`src/rtl/alu_ram_seq.sv`:
```
// Command sequencer for the ALU + RAM datapath: reads two operands from the
// single-port RAM, drives the ALU, captures result/ZF and optionally writes back.
module alu_ram_seq #(
  parameter int DATA_W = 32,
  parameter int ADDR_W = 5,
  parameter int OP_W   = 4
) (
  input  logic              clk,
  input  logic              rst_n,
  input  logic              start,
  input  logic [OP_W-1:0]   cmd_op,
  input  logic [ADDR_W-1:0] cmd_a,
  input  logic [ADDR_W-1:0] cmd_b,
  input  logic [ADDR_W-1:0] cmd_d,
  input  logic              cmd_wb,
  output logic              busy,
  output logic              done,
  output logic [DATA_W-1:0] result,
  output logic              ZF,
  output logic [15:0]       op_count,
  output logic [ADDR_W-1:0] ram_addr,
  output logic              ram_we,
  output logic [DATA_W-1:0] ram_wdata,
  input  logic [DATA_W-1:0] ram_rdata,
  output logic [DATA_W-1:0] alu_a,
  output logic [DATA_W-1:0] alu_b,
  output logic [OP_W-1:0]   alu_op,
  input  logic [DATA_W-1:0] alu_y,
  input  logic              alu_zf
);

  typedef enum logic [2:0] {IDLE, RD_A, RD_B, EXEC, WB, DONE} state_t;

  state_t state, next_state;

  logic [OP_W-1:0]   op_q;
  logic [ADDR_W-1:0] b_q;
  logic [ADDR_W-1:0] d_q;
  logic              wb_q;
  logic [DATA_W-1:0] alu_b_q;
  logic [15:0]       op_count_q;

  always_ff @(posedge clk or negedge rst_n) begin
    if (!rst_n) state <= IDLE;
    else        state <= next_state;
  end

  always_comb begin
    next_state = state;
    case (state)
      IDLE:    if (start) next_state = RD_A;
      RD_A:    next_state = RD_B;
      RD_B:    next_state = EXEC;
      EXEC:    next_state = wb_q ? WB : DONE;
      WB:      next_state = DONE;
      DONE:    next_state = IDLE;
      default: next_state = IDLE;
    endcase
  end

  // Operand B comes straight from the RAM in EXEC and is held afterwards.
  always_comb begin
    busy   = (state != IDLE);
    done   = (state == DONE);
    ram_we = (state == WB);
    alu_b  = (state == EXEC) ? ram_rdata : alu_b_q;
  end

  assign ram_wdata = result;
  assign op_count  = op_count_q;

  // ram_addr is loaded one edge ahead so it is a clean register in each state.
  always_ff @(posedge clk or negedge rst_n) begin
    if (!rst_n) begin
      op_q       <= '0;
      b_q        <= '0;
      d_q        <= '0;
      wb_q       <= 1'b0;
      ram_addr   <= '0;
      alu_a      <= '0;
      alu_op     <= '0;
      alu_b_q    <= '0;
      result     <= '0;
      ZF         <= 1'b0;
      op_count_q <= '0;
    end else begin
      case (state)
        IDLE: begin
          if (start) begin
            op_q     <= cmd_op;
            b_q      <= cmd_b;
            d_q      <= cmd_d;
            wb_q     <= cmd_wb;
            ram_addr <= cmd_a;
          end
        end
        RD_A: ram_addr <= b_q;
        RD_B: begin
          alu_a  <= ram_rdata;
          alu_op <= op_q;
        end
        EXEC: begin
          result  <= alu_y;
          ZF      <= alu_zf;
          alu_b_q <= ram_rdata;
          if (wb_q) ram_addr <= d_q;
        end
        DONE:    op_count_q <= op_count_q + 16'd1;
        default: ;
      endcase
    end
  end

endmodule

```
`config.mk`:
```
export PLATFORM = sky130hd
export DESIGN_NAME = alu_ram_seq
export DESIGN_NICKNAME = d
export VERILOG_FILES = /design/src/rtl/alu_ram_seq.sv
export SDC_FILE = /design/constraint.sdc
export NUM_CORES = 1
export LEC_CHECK = 0
export CORE_MARGIN = 2
export CORE_UTILIZATION = 45
export CTS_BUF_LIST = sky130_fd_sc_hd__clkbuf_8 sky130_fd_sc_hd__clkbuf_16
export CTS_CLUSTER_DIAMETER = 120
export DETAILED_ROUTE_END_ITERATION = 6
export DONT_BUFFER_PORTS = 1
export PLACE_DENSITY = 0.63
export SLEW_MARGIN = 20
export SYNTH_ARGS = -nofsm -noshare
export SYNTH_HDL_FRONTEND = slang
export SYNTH_SLANG_ARGS = --single-unit
```
`constraint.sdc`:
```
create_clock -name clk -period 3.4 [get_ports clk]
set_clock_uncertainty 0.1 [all_clocks]
set_input_delay 0.34 -clock clk [delete_from_list [all_inputs] [get_ports clk]]
set_output_delay 0.34 -clock clk [all_outputs]
set_load 0.1 [all_outputs]
```
==> summary.txt <==
STA
  • Max_slew headroom: 34.7%
  • Final min period: 2.96 ns
  • RSZ-0062 raised after global routing: no
  • Max Slew Vio Count: 0
  • Actual slew at the worst max-slew pin: 0.980 ns
  • Final period util: 87.2%
  • Final setup fails: 0
  • Worst hold slack: -0.472 ns
  • Fmax: 337 MHz
  • TNS Setup: 0 ns
  • Hold Fails Final Rpt: 140

Synthesis
  • Post-synth ARST share: 100%
  • Area share of the largest cell type after synthesis: 60.1%
  • Synth Instances: 392
  • Synth Net Count: 481
  • Avg Inst Size Synth: 14.9 sq um
  • Yosys top cell by area: dfrtp_1
  • Count leader, synth: dfrtp_1
  • Cell variety after synth: 30
  • Top cells by count, synth: 140 x dfrtp_1, 106 x mux2_2, 38 x buf_4
  • Main flop type after synthesis: dfrtp_1
  • Largest cells by area after synthesis: dfrtp_1 60%, mux2_2 20%, buf_4 4.9%
  • YS warnings: 0
  • Post-synthesis register bit count: 140
  • Number of flops mapped to enable cells by yosys: 0
  • Syn Std Cell Area: 0.00583 sq mm
  • Post-synthesis sequential area ratio: 60.1%

GRT
  • Pin count of the biggest net entering global routing: 141
  • Antenna violations before repair: 0
  • Vias in the first global route: 3,589
  • First-pass GRT wire length: 18.9 mm
  • All-Layer GR Usage: 17.7%
  • GR Overflow Total: 0

Floorplan
  • Core ar.: 0.0126 sq mm
  • Initial Util: 46.2%
  • Std-Cell Rows: 41
  • Die area: 0.0139 sq mm
  • Die Y-Extent: 118 um
  • Die X: 118 um
  • I/O pin count: 245

Critical path
  • Kind of critical path: reg -> out
  • Flop2flop setup slack: 1.02 ns
  • Worst EP arrival: 2.52 ns
  • Reg2reg path depth: 2
  • Buf/Inv on CP: 0
  • Crit path max-delay family: multiplexers
  • Reg2Reg Launch Point: state[1]
  • Worst-path fanout max: 42
  • Req. time, crit path: 2.96 ns
  • Max incr delay on CP: 0.77 ns
  • CP startpoint kind: flop
  • Slowest cell on the critical path: mux2_2
  • Crit-path cells: nand3b_4, mux2_2
  • Worst Setup End Kind: primary output
  • RR Endpoint: alu_b_q[5]

Clock tree
  • Sink Count: 140
  • Clock H-tree levels: 4
  • Root Buffer: clkbuf_16
  • Reg clk slew, reported paths: 0.05 ns
  • TritonCTS Buffers: 17
  • Clk buf depth: 2
  • Skew-Pair Late Insertion Delay: 0.41 ns
  • # Post-CTS Setup Buffers: 0
  • TritonCTS clock tree: done
  • Hold buffer count at CTS: 80

Drt
  • Via count: 3,213
  • Drt drc: 0
  • Final wirelength: 12.0 mm
  • Routed WL per cell: 18.6 um
  • First DRT Iteration DRCs: 155
  • Post-DRT Antenna Nets: 0
  • DRT Pass-1 Iters: 4
  • DR vias/cell: 4.99

Layout
  • Sequential cell area: 0.00354 sq mm
  • Synthesis-to-finish area growth: 23.8%
  • Ant. Diodes: 0
  • Final Net Count: 549
  • Fin cells: 644
  • Layout cells sized above 1: 42.6%
  • Fillers: 1,053
  • Multi-input gate area: 0.00193 sq mm

Placed design
  • Count of input and output buffers: 0
  • Dpl hpwl: 7.52 mm
  • Placed Instances: 533
  • Placer Congestion: 0.757

Run
  • Max Cap Viol: 0

Min path
  • Hold crit path type: in -> async

Run status
  • Violated checks: hold timing
  • Status: complete, but fails checks
## what timing repair did
item,CTS,global route
gates resized for setup,0,0
hold endpoints to repair,220,140
setup endpoints to repair,0,0
## worst max-delay path by stage
stage	start	to	slack (ns)	depth (start not counted)
2_1_floorplan	state[1]	ram_we	0.07	2
3_3_place_gp	state[1]	alu_b[31]	0.93	2
3_5_place_dp	state[1]	alu_b[0]	0.85	2
4_1_cts	state[1]	alu_b[0]	0.40	2
5_1_grt	state[1]	alu_b[31]	0.26	2
6_report	state[1]	alu_b[31]	0.44	2
## layer usage
layer / global-route usage (%) / vias to the layer above / wire length, um
met3: 7.80 / 15 / 959
li1: - / 1444 / -
met4: 6.33 / 0 / 205
met2: 30.9 / 143 / 6280
met5: 0 / - / 0
met1: 19.1 / 1611 / 4560
## final cells by class
cell class / count / share of cell area, %
tap: 172 / 2.98
sequential: 140 / 49.1
timing repair buffer: 97 / 13.1
inverter: 8 / 0.416
multi-input combinational: 196 / 26.8
clock inverter: 11 / 1.13
clock buffer: 20 / 6.47
## state kept, by name (all words and copies together), names as in the netlist, 4 cells and up
| name | cells |
|---|---|
| alu_a | 32 |
| d_q | 5 |
| ram_wdata | 32 |
| b_q | 5 |
| alu_b_q | 32 |
| ram_addr | 5 |
| op_count | 16 |
| op_q | 4 |
| alu_op | 4 |
## through the flow
step / utilization [%] / worst slack (ns) / hold WS, ns / area (sq um)
finish: 57.2 / 0.436 / -0.472 / 7220
global route: 57.2 / 0.264 / -0.506 / 7220
CTS: 57.2 / 0.401 / -0.502 / 7220
detailed placement: 46.5 / 0.853 / -0.0528 / 5870
global placement: 46.5 / 0.932 / -0.0516 / 5870
floorplan: - / 0.0721 / -0.0556 / 5830
## cells in the final DEF (no fill, tap or decap), drive strengths merged, types with 3 or more instances in the layout
| master | instances |
|---|---|
| nand4 | 3 |
| mux2i | 10 |
| xnor2 | 11 |
| clkinvlp | 3 |
| mux2 | 116 |
| clkbuf | 20 |
| buf | 17 |
| nand3 | 6 |
| dfrtp | 140 |
| a21oi | 6 |
| nand2 | 9 |
| dlygate4sd3 | 80 |
| xor2 | 5 |
| inv | 13 |
| nor2 | 14 |
## cell families after synthesis
family / count (synthesis) / synth area share [%]
AO/OA/AOI/OAI: 8 / 0.859
XOR/XNOR: 16 / 2.40
adder cells (fa/ha/maj): 1 / 0.215
buffers and inverters: 56 / 6.93
flip-flops: 140 / 60.1
multiplexers: 126 / 24.8
AND/OR/NAND/NOR: 45 / 4.72
Power is not shown: default switching activity piles up to over one toggle a cycle in this logic, so the estimate is an artifact.
